[config.mk]
export PLATFORM = sky130hd
export DESIGN_NAME = axi_lite_ram_slave_flat
export DESIGN_NICKNAME = d
export VERILOG_FILES = /design/src/rtl/axi_lite_pkg.sv /design/src/rtl/axi_lite_ram_slave_if.sv /design/src/rtl/axi_lite_ram_slave.sv /design/src/flat_wrapper.sv
export SDC_FILE = /design/constraint.sdc
export NUM_CORES = 1
export LEC_CHECK = 0
export ABC_AREA = 1
export BUFFER_PORTS_ARGS = -buffer_cell sky130_fd_sc_hd__buf_2
export CORE_MARGIN = 2
export CORE_UTILIZATION = 39
export CTS_CLUSTER_SIZE = 30
export DETAILED_ROUTE_END_ITERATION = 10
export PLACE_DENSITY = 0.85
export RECOVER_POWER = 25
export SYNTH_ARGS = -nofsm -noshare
export SYNTH_HDL_FRONTEND = slang
export SYNTH_SLANG_ARGS = --single-unit
[constraint.sdc]
create_clock -name clk -period 1.6 [get_ports clk]
set_input_delay 0.24 -clock clk [delete_from_list [all_inputs] [get_ports clk]]
set_output_delay 0.24 -clock clk [all_outputs]
set_load 0.02 [all_outputs]
[src/rtl/axi_lite_pkg.sv]
// axi_lite_pkg: shared AXI-lite response codes, responder FSM states and read/write grant type
package axi_lite_pkg;
  typedef enum logic [1:0] {OKAY = 2'b00, EXOKAY = 2'b01, SLVERR = 2'b10, DECERR = 2'b11} resp_t;
  typedef enum logic [1:0] {IDLE, WR_RESP, RD_WAIT, RD_RESP} state_t;
  typedef enum logic {GRANT_WRITE, GRANT_READ} grant_t;
endpackage

[src/rtl/axi_lite_ram_slave_if.sv]
// axi_lite_ram_slave_if: AXI-lite AW/W/B/AR/R channel bundle; master drives requests and readies for responses, slave the reverse
interface axi_lite_ram_slave_if #(
  parameter int DATA_WIDTH = 32,
  parameter int ADDR_WIDTH = 32
);
  logic [ADDR_WIDTH-1:0] awaddr;
  logic awvalid;
  logic awready;
  logic [DATA_WIDTH-1:0] wdata;
  logic [DATA_WIDTH/8-1:0] wstrb;
  logic wvalid;
  logic wready;
  logic [1:0] bresp;
  logic bvalid;
  logic bready;
  logic [ADDR_WIDTH-1:0] araddr;
  logic arvalid;
  logic arready;
  logic [DATA_WIDTH-1:0] rdata;
  logic [1:0] rresp;
  logic rvalid;
  logic rready;
  modport master (
    output awaddr, awvalid, wdata, wstrb, wvalid, bready, araddr, arvalid, rready,
    input awready, wready, bresp, bvalid, arready, rdata, rresp, rvalid
  );
  modport slave (
    input awaddr, awvalid, wdata, wstrb, wvalid, bready, araddr, arvalid, rready,
    output awready, wready, bresp, bvalid, arready, rdata, rresp, rvalid
  );
endinterface

[src/rtl/axi_lite_ram_slave.sv]
// axi_lite_ram_slave: AXI-lite responder (clk, rst, slave modport s) arbitrating one single-port RAM (ram_wr_en/be/addr/din out, ram_dout in)
module axi_lite_ram_slave
  import axi_lite_pkg::*;
#(
  parameter int DATA_WIDTH = 32,
  parameter int ADDR_WIDTH = 32,
  parameter int MEM_ADDR_WIDTH = 5,
  parameter int READ_LATENCY = 1
) (
  input  logic clk,
  input  logic rst,
  axi_lite_ram_slave_if.slave s,
  output logic ram_wr_en,
  output logic [DATA_WIDTH/8-1:0] ram_be,
  output logic [MEM_ADDR_WIDTH-1:0] ram_addr,
  output logic [DATA_WIDTH-1:0] ram_din,
  input  logic [DATA_WIDTH-1:0] ram_dout
);
  localparam int CW = $clog2(READ_LATENCY + 1);
  state_t state;
  grant_t last_grant;
  logic [CW-1:0] cnt;
  logic fresh;
  logic [DATA_WIDTH-1:0] rdata_q;
  logic wr_cand, rd_cand, grant_wr, grant_rd, aw_oor, ar_oor;
  logic [MEM_ADDR_WIDTH-1:0] aw_word, ar_word;
  always_comb begin
    wr_cand = !rst && state == IDLE && s.awvalid && s.wvalid;
    rd_cand = !rst && state == IDLE && s.arvalid;
    grant_wr = wr_cand && (!rd_cand || last_grant == GRANT_READ);
    grant_rd = rd_cand && !grant_wr;
    aw_word = MEM_ADDR_WIDTH'(s.awaddr >> 2);
    ar_word = MEM_ADDR_WIDTH'(s.araddr >> 2);
    aw_oor = |(s.awaddr >> (MEM_ADDR_WIDTH + 2));
    ar_oor = |(s.araddr >> (MEM_ADDR_WIDTH + 2));
  end
  assign s.awready = grant_wr;
  assign s.wready = grant_wr;
  assign s.arready = grant_rd;
  // RAM data only becomes valid in the first response cycle, so pass it straight through then and hold a copy for stalls
  assign s.rdata = fresh ? ram_dout : rdata_q;
  always_ff @(posedge clk) begin
    if (rst) begin
      state <= IDLE;
      last_grant <= GRANT_READ;
      cnt <= '0;
      fresh <= 1'b0;
      rdata_q <= '0;
      s.bvalid <= 1'b0;
      s.bresp <= OKAY;
      s.rvalid <= 1'b0;
      s.rresp <= OKAY;
      ram_wr_en <= 1'b0;
      ram_be <= '0;
      ram_addr <= '0;
      ram_din <= '0;
    end else begin
      ram_wr_en <= 1'b0;
      fresh <= 1'b0;
      if (fresh) rdata_q <= ram_dout;
      case (state)
        IDLE: begin
          if (grant_wr) begin
            last_grant <= GRANT_WRITE;
            s.bvalid <= 1'b1;
            s.bresp <= aw_oor ? SLVERR : OKAY;
            state <= WR_RESP;
            if (!aw_oor) begin
              ram_wr_en <= |s.wstrb;
              ram_be <= s.wstrb;
              ram_addr <= aw_word;
              ram_din <= s.wdata;
            end
          end else if (grant_rd) begin
            last_grant <= GRANT_READ;
            if (ar_oor) begin
              s.rvalid <= 1'b1;
              s.rresp <= SLVERR;
              rdata_q <= '0;
              state <= RD_RESP;
            end else begin
              ram_addr <= ar_word;
              cnt <= CW'(READ_LATENCY - 1);
              state <= RD_WAIT;
            end
          end
        end
        WR_RESP: begin
          if (s.bready) begin
            s.bvalid <= 1'b0;
            state <= IDLE;
          end
        end
        RD_WAIT: begin
          if (cnt == '0) begin
            s.rvalid <= 1'b1;
            s.rresp <= OKAY;
            fresh <= 1'b1;
            state <= RD_RESP;
          end else begin
            cnt <= cnt - 1'b1;
          end
        end
        RD_RESP: begin
          if (s.rready) begin
            s.rvalid <= 1'b0;
            state <= IDLE;
          end
        end
        default: state <= IDLE;
      endcase
    end
  end
endmodule

[src/flat_wrapper.sv]
// flat-port wrapper written by rule: the top's interface ports become plain ports
module axi_lite_ram_slave_flat import axi_lite_pkg::*;
#(
  parameter int DATA_WIDTH = 32,
  parameter int ADDR_WIDTH = 32,
  parameter int MEM_ADDR_WIDTH = 5,
  parameter int READ_LATENCY = 1
)
  (clk, rst, ram_wr_en, ram_be, ram_addr, ram_din, ram_dout, s_awaddr, s_awvalid, s_wdata, s_wstrb, s_wvalid, s_bready, s_araddr, s_arvalid, s_rready, s_awready, s_wready, s_bresp, s_bvalid, s_arready, s_rdata, s_rresp, s_rvalid);
  axi_lite_ram_slave_if #(.DATA_WIDTH(DATA_WIDTH), .ADDR_WIDTH(ADDR_WIDTH)) s_i ();
  input  logic clk;
  input  logic rst;
  output logic ram_wr_en;
  output logic [DATA_WIDTH/8-1:0] ram_be;
  output logic [MEM_ADDR_WIDTH-1:0] ram_addr;
  output logic [DATA_WIDTH-1:0] ram_din;
  input  logic [DATA_WIDTH-1:0] ram_dout;
  input wire logic [$bits(s_i.awaddr)-1:0] s_awaddr;
  input wire logic [$bits(s_i.awvalid)-1:0] s_awvalid;
  input wire logic [$bits(s_i.wdata)-1:0] s_wdata;
  input wire logic [$bits(s_i.wstrb)-1:0] s_wstrb;
  input wire logic [$bits(s_i.wvalid)-1:0] s_wvalid;
  input wire logic [$bits(s_i.bready)-1:0] s_bready;
  input wire logic [$bits(s_i.araddr)-1:0] s_araddr;
  input wire logic [$bits(s_i.arvalid)-1:0] s_arvalid;
  input wire logic [$bits(s_i.rready)-1:0] s_rready;
  output wire logic [$bits(s_i.awready)-1:0] s_awready;
  output wire logic [$bits(s_i.wready)-1:0] s_wready;
  output wire logic [$bits(s_i.bresp)-1:0] s_bresp;
  output wire logic [$bits(s_i.bvalid)-1:0] s_bvalid;
  output wire logic [$bits(s_i.arready)-1:0] s_arready;
  output wire logic [$bits(s_i.rdata)-1:0] s_rdata;
  output wire logic [$bits(s_i.rresp)-1:0] s_rresp;
  output wire logic [$bits(s_i.rvalid)-1:0] s_rvalid;
  assign s_i.awaddr = s_awaddr;
  assign s_i.awvalid = s_awvalid;
  assign s_i.wdata = s_wdata;
  assign s_i.wstrb = s_wstrb;
  assign s_i.wvalid = s_wvalid;
  assign s_i.bready = s_bready;
  assign s_i.araddr = s_araddr;
  assign s_i.arvalid = s_arvalid;
  assign s_i.rready = s_rready;
  assign s_awready = s_i.awready;
  assign s_wready = s_i.wready;
  assign s_bresp = s_i.bresp;
  assign s_bvalid = s_i.bvalid;
  assign s_arready = s_i.arready;
  assign s_rdata = s_i.rdata;
  assign s_rresp = s_i.rresp;
  assign s_rvalid = s_i.rvalid;
  axi_lite_ram_slave #(.DATA_WIDTH(DATA_WIDTH), .ADDR_WIDTH(ADDR_WIDTH), .MEM_ADDR_WIDTH(MEM_ADDR_WIDTH), .READ_LATENCY(READ_LATENCY)) u_core (.clk(clk), .rst(rst), .s(s_i), .ram_wr_en(ram_wr_en), .ram_be(ram_be), .ram_addr(ram_addr), .ram_din(ram_din), .ram_dout(ram_dout));
endmodule
**After elaboration in Yosys (flattened, before gate mapping)**

Cells that the tools add are included.

- Latch bits: 0
- Register bits: 85
- Bits in writable memories: 0
- Output and inout bits: 83
- Memories: 0
- Input bits: 139
- Word-level logic and storage cells: 100
- Memory bits (read-only): 0

- Eq/ne operators: 14
- Multipliers: 0
- Shifts and indexed selects: 0
- Bitwise operators: 4
- Reductions and logical operators: 29
- Muxes and demuxes: 39
- Divide/modulo/power cells: 0
- Add/subtract/negate cells: 1
- Order comparisons: 0

Operator list:

| cell | count |
|---|---|
| $mux 32 | 5 |
| $reduce_or 25->1 | 2 |
| $reduce_or 28->1 | 1 |
| $mux 2 | 10 |
| $mux 5 | 4 |
| $ne 2x2->1 const B | 9 |
| $mux 1 | 15 |
| $reduce_and 4->1 | 3 |
| $pmux 2 s4 | 1 |
| $logic_and 1x1->1 | 6 |
| $reduce_and 3->1 | 2 |
| $reduce_and 6->1 | 1 |
| $reduce_bool 2->1 | 3 |
| $reduce_and 5->1 | 1 |
| $eq 2x2->1 const B | 2 |
| $not 1->1 | 4 |
| $pmux 1 s2 | 2 |
| $pmux 2 s2 | 1 |
| $reduce_and 2->1 | 2 |
| $reduce_or 4->1 | 1 |
| $logic_not 1->1 | 3 |
| $ne 3x3->1 const B | 1 |
| $pmux 1 s3 | 1 |
| $reduce_bool 3->1 | 1 |
| 6 further kinds | 6 |

**Logic depth before layout (Yosys ltp)**

- Depth after elaboration: 11
- Depth in mapped cells: 13

**Worst setup path after synthesis**

Ideal clock, no wire load.

- Kind: register -> register
- From: reg u_core.state[1]
- To: reg u_core.rdata_q[0]
- Library setup time: 121 ps
- Path slack: 10 ps
- Data required time: 1479 ps
- Clock period less this slack: 1590 ps
- Arrival time: 1469 ps
- Stages on the path, launching flop included: 13
- Cell sequence: dfxtp_1 -> nor2_2 -> nand2_2 -> nor2_4 -> nand2_1 -> nand2_2 -> buf_6 -> nand2_2 -> inv_2 -> nand3_2 -> nand2_4 -> buf_6 -> nor2_1

- Longest elaborated chain between the ends: 11
- Elaborated cells on any way between the ends: 13
- Classes of those cells: mux (3); reduce/logical (10)

Ends and longest elaborated chain:

| what | line | RTL |
|---|---|---|
| start, declared | axi_lite_ram_slave.sv:20 | `state_t state;` |
| start signal, assigned | axi_lite_ram_slave.sv:44 | `state <= IDLE;` |
| start signal, assigned | axi_lite_ram_slave.sv:67 | `state <= WR_RESP;` |
| start signal, assigned | axi_lite_ram_slave.sv:80 | `state <= RD_RESP;` |
| $logic_not 2->1 (*) | axi_lite_ram_slave.sv:28, axi_lite_ram_slave.sv:29 |  |
| $logic_and 1x1->1 (*) | axi_lite_ram_slave.sv:28, axi_lite_ram_slave.sv:29 |  |
| $logic_and 1x1->1 | axi_lite_ram_slave.sv:29 | `rd_cand = !rst && state == IDLE && s.arvalid;` |
| $logic_not 1->1 | axi_lite_ram_slave.sv:30 | `grant_wr = wr_cand && (!rd_cand \|\| last_grant == GRANT_READ);` |
| $logic_or 1x1->1 | axi_lite_ram_slave.sv:30 |  |
| $logic_and 1x1->1 | axi_lite_ram_slave.sv:30 |  |
| $logic_not 1->1 | axi_lite_ram_slave.sv:31 | `grant_rd = rd_cand && !grant_wr;` |
| $logic_and 1x1->1 (*) | axi_lite_ram_slave.sv:31 |  |
| named net s_arready | flat_wrapper.sv:31 | `output wire logic [$bits(s_i.arready)-1:0] s_arready;` |
| $mux 32 (*) | axi_lite_ram_slave.sv:74 | `end else if (grant_rd) begin` |
| $mux 32 (*) | axi_lite_ram_slave.sv:63 | `if (grant_wr) begin` |
| $mux 32 (*) | axi_lite_ram_slave.sv:61 | `case (state)` |
| end signal, assigned | axi_lite_ram_slave.sv:60 | `if (fresh) rdata_q <= ram_dout;` |
| end, declared | axi_lite_ram_slave.sv:24 | `logic [DATA_WIDTH-1:0] rdata_q;` |

The timed path passes the listed nets; every way through them passes the cells marked *.
A chain may end at the register's enable or synchronous reset.

**Final worst setup path**

- From: reg u_core.fresh
- To: out s_rdata[10]

- Longest elaborated chain between the ends: 1

Ends and longest elaborated chain:

| what | line | RTL |
|---|---|---|
| start, declared | axi_lite_ram_slave.sv:23 | `logic fresh;` |
| start signal, assigned | axi_lite_ram_slave.sv:47 | `fresh <= 1'b0;` |
| start signal, assigned | axi_lite_ram_slave.sv:59 | `fresh <= 1'b0;` |
| start signal, assigned | axi_lite_ram_slave.sv:98 | `fresh <= 1'b1;` |
| $mux 32 | axi_lite_ram_slave.sv:41 | `assign s.rdata = fresh ? ram_dout : rdata_q;` |
| end, declared | flat_wrapper.sv:32 | `output wire logic [$bits(s_i.rdata)-1:0] s_rdata;` |

No other way between the ends.

==> metrics.md <==
| Metric | Value |
|---|---|
| Status | finished, violations left |
| Failing checks | negative setup slack |
| Worst Skew | 0.0185 ns |
| H-tree depth | 3 |
| Critical path type | register to output port |
| Worst Setup End Kind | output port |
| VDD IR max | 0.590 mV |
| Mean post-synth cell area | 6.82 um^2 |
| Placed Area | 0.00481 mm^2 |
| Final ANT Viol Nets | 0 |
| Clk_lat worst skew | 0.35 ns |
| Critical Path RT | 1.36 ns |
| RSZ-0062 raised after global routing | yes |
| Pins over their slew limit | 0 |
| Initial Util | 40.5% |
| Number of fill cells | 588 |
| DP Worst Slack | -0.0426 ns |
| Site Rows | 34 |
| CP max FO | 8 |
| Diodes inserted | 0 |
| Gr ovfl total | 0 |
| Number of synthesized register bits | 82 |
| RD Place Congestion | 0.807 |
| Final hold vios | 0 |
| 1st-pass router iterations | 5 |
| CP delay by family, top | flip-flops |
| Crit path buf inv count | 3 |
| FF-to-FF setup slack | -0.09 ns |
| Non-Filler Instances | 897 |
| Endpoints failing setup | 77 |
| Cell Chain, Critical Path | clkbuf_16, nand2_1, o21ai_2, inv_1, buf_2 |
| Slowest stage delay, CP | 0.50 ns |
| MaxCap Viol Count | 0 |
| Sequential area share after synthesis | 46.2% |
| Via density | 4.84 |
| Wire per inst | 15.0 um |
| Die width | 99.5 um |
| Leakage | 3.47 nW |
| Layout cells sized above 1 | 50.7% |
| Die area | 0.00989 mm^2 |
| Number of global-route vias before repair | 3694 |
| HPWL after DPL | 6910 um |
| Nets | 923 |
| Setup_tns | -2.77 ns |
| Most frequent cells in the layout | 181 x buf_2, 129 x nor2_1, 79 x dfxtp_1 |
| Io pins | 222 |
| Max transition margin | 63.7% |
| Syn. warnings | 0 |
| Worst Tran Pin Value | 0.544 ns |
| Period utilization | 107% |
| TritonCTS clock tree | yes |
| Max frequency | 585 MHz |
| Total CTS buffers | 9 |
| Layout area overhead | 78.5% |
| Power per Cell Area | 1210 mW/mm^2 |
| Synth Instances | 521 |
| Detailed-route wire length | 13500 um |
| Power after layout | 7.70 mW |
| All-Layer GR Usage | 19.3% |
| Core area | 0.00876 mm^2 |
| Longest Clk Path Bufs | 2 |
| WP data arrival | 1.47 ns |
| First-pass GRT wire length | 15800 um |
| Worst-path clk slew | 0.10 ns |
| HP Class | input pin to register |
| Most common cell after layout, fill and taps aside | buf_2 |
| Hold buffer count at cts | 0 |
| Fin util | 72.4% |
| Final std cell area, no fill | 0.00634 mm^2 |
| Initial drt markers | 148 |
| Root Driver | clkbuf_8 |
| Slowest cell on crit path | dfxtp_4 |
| DRC | 0 |
| Placed Cells | 837 |
| Clock sinks | 82 |
| Routed vias | 4341 |
| Post-synthesis cell area | 0.00355 mm^2 |
| Hold slack | 0.123 ns |
| Setup crit start kind | register |
| Post-layout minimum cycle time | 1.71 ns |
| Die height | 99.5 um |
| Final WS setup | -0.110 ns |
| IO Port Bufs | 215 |
| Initial antenna violation count | 0 |
| Largest net degree at the start of global routing | 47 |
| Yosys cell types | 28 |
==> worst paths after layout <==
check	to	cells after the start	startpoint
worst max register to register	u_core.ram_din[30]	11	u_core.state[1]
worst min register to register	u_core.s.rvalid	2	u_core.s.rvalid
worst max-delay path	s_rdata[10]	5	u_core.fresh
worst min-delay path	u_core.ram_din[27]	3	s_wdata[27]
==> worst reg2reg max path, delay by kind of cell, from the launching register on <==
family                 cells  cell delay (ns)
AND/OR/NAND/NOR            8             0.88
buffers and inverters      3             0.42
flip-flops                 1             0.34
==> sequential cells by signal, summed over array words and instances (netlist names) <==
name and flops:
u_core.ram_be 4, u_core.rdata_q 32, u_core.last_grant 1, u_core.s.rvalid 1, u_core.ram_din 32, u_core.s.rresp 1, u_core.ram_wr_en 1, u_core.fresh 1
u_core.state 2, u_core.ram_addr 5, u_core.s.bvalid 1, u_core.s.bresp 1
==> layout make-up <==
type	count	area [um^2]	area share, %
clock buffer	10	138	2.17
tap	108	135	2.13
sequential	82	1650	26.0
clock inverter	6	48.8	0.769
timing repair buffer	278	2080	32.8
inverter	80	320	5.05
multi-input combinational	333	1970	31.1
==> per-layer routing <==
layer  global-route usage, %  wire length [um]
met2                    35.6              6940
met3                    6.18              1160
met4                    4.85               264
met5                       0                 0
met1                    21.4              5120
==> synth_stat cells (all sizes together) <==
| cell | count | area, um^2 |
|---|---|---|
| nor2 | 141 | 544 |
| dfxtp | 82 | 1640 |
| nand2 | 82 | 328 |
| inv | 80 | 300 |
| o21ai | 70 | 350 |
| buf | 14 | 105 |
| clkbuf | 13 | 48.8 |
| a21oi | 10 | 50.1 |
| nand3 | 7 | 40.0 |
| nand3b | 6 | 45.0 |
| nand4 | 4 | 25.0 |
| nor4 | 3 | 18.8 |
| nor3 | 2 | 10.0 |
| nor3b | 2 | 15.0 |
| and2 | 1 | 6.26 |
| and3 | 1 | 6.26 |
| conb | 1 | 3.75 |
| o211ai | 1 | 7.51 |
| o31ai | 1 | 7.51 |
==> what timing repair did <==
item | in CTS | in global routing
resized for setup | 63 | 222
cloned | 2 | 13
endpoints found under the setup margin | 61 | 106
setup buffers | 8 | 21
pin swaps | 3 | 36
==> report_power, final <==
part	internal [mW]	total [mW]	switching [mW]	leakage, nW
Clock	0.626	1.43	0.802	0.0912
Combinational	1.87	3.83	1.96	2.71
Sequential	2.27	2.44	0.170	0.666
Total	4.77	7.70	2.93	3.47
==> cells by family after synthesis <==
| kind of cell | count (synthesis) | share of synthesized area, % |
|---|---|---|
| buffers and inverters | 107 | 12.8 |
| and+or+nand+nor | 249 | 29.2 |
| DFF | 82 | 46.2 |
| other | 1 | 0.106 |
| AOI/OAI and AO/OA | 82 | 11.7 |
No activity file was read; power rests on OpenSTA's default activity.
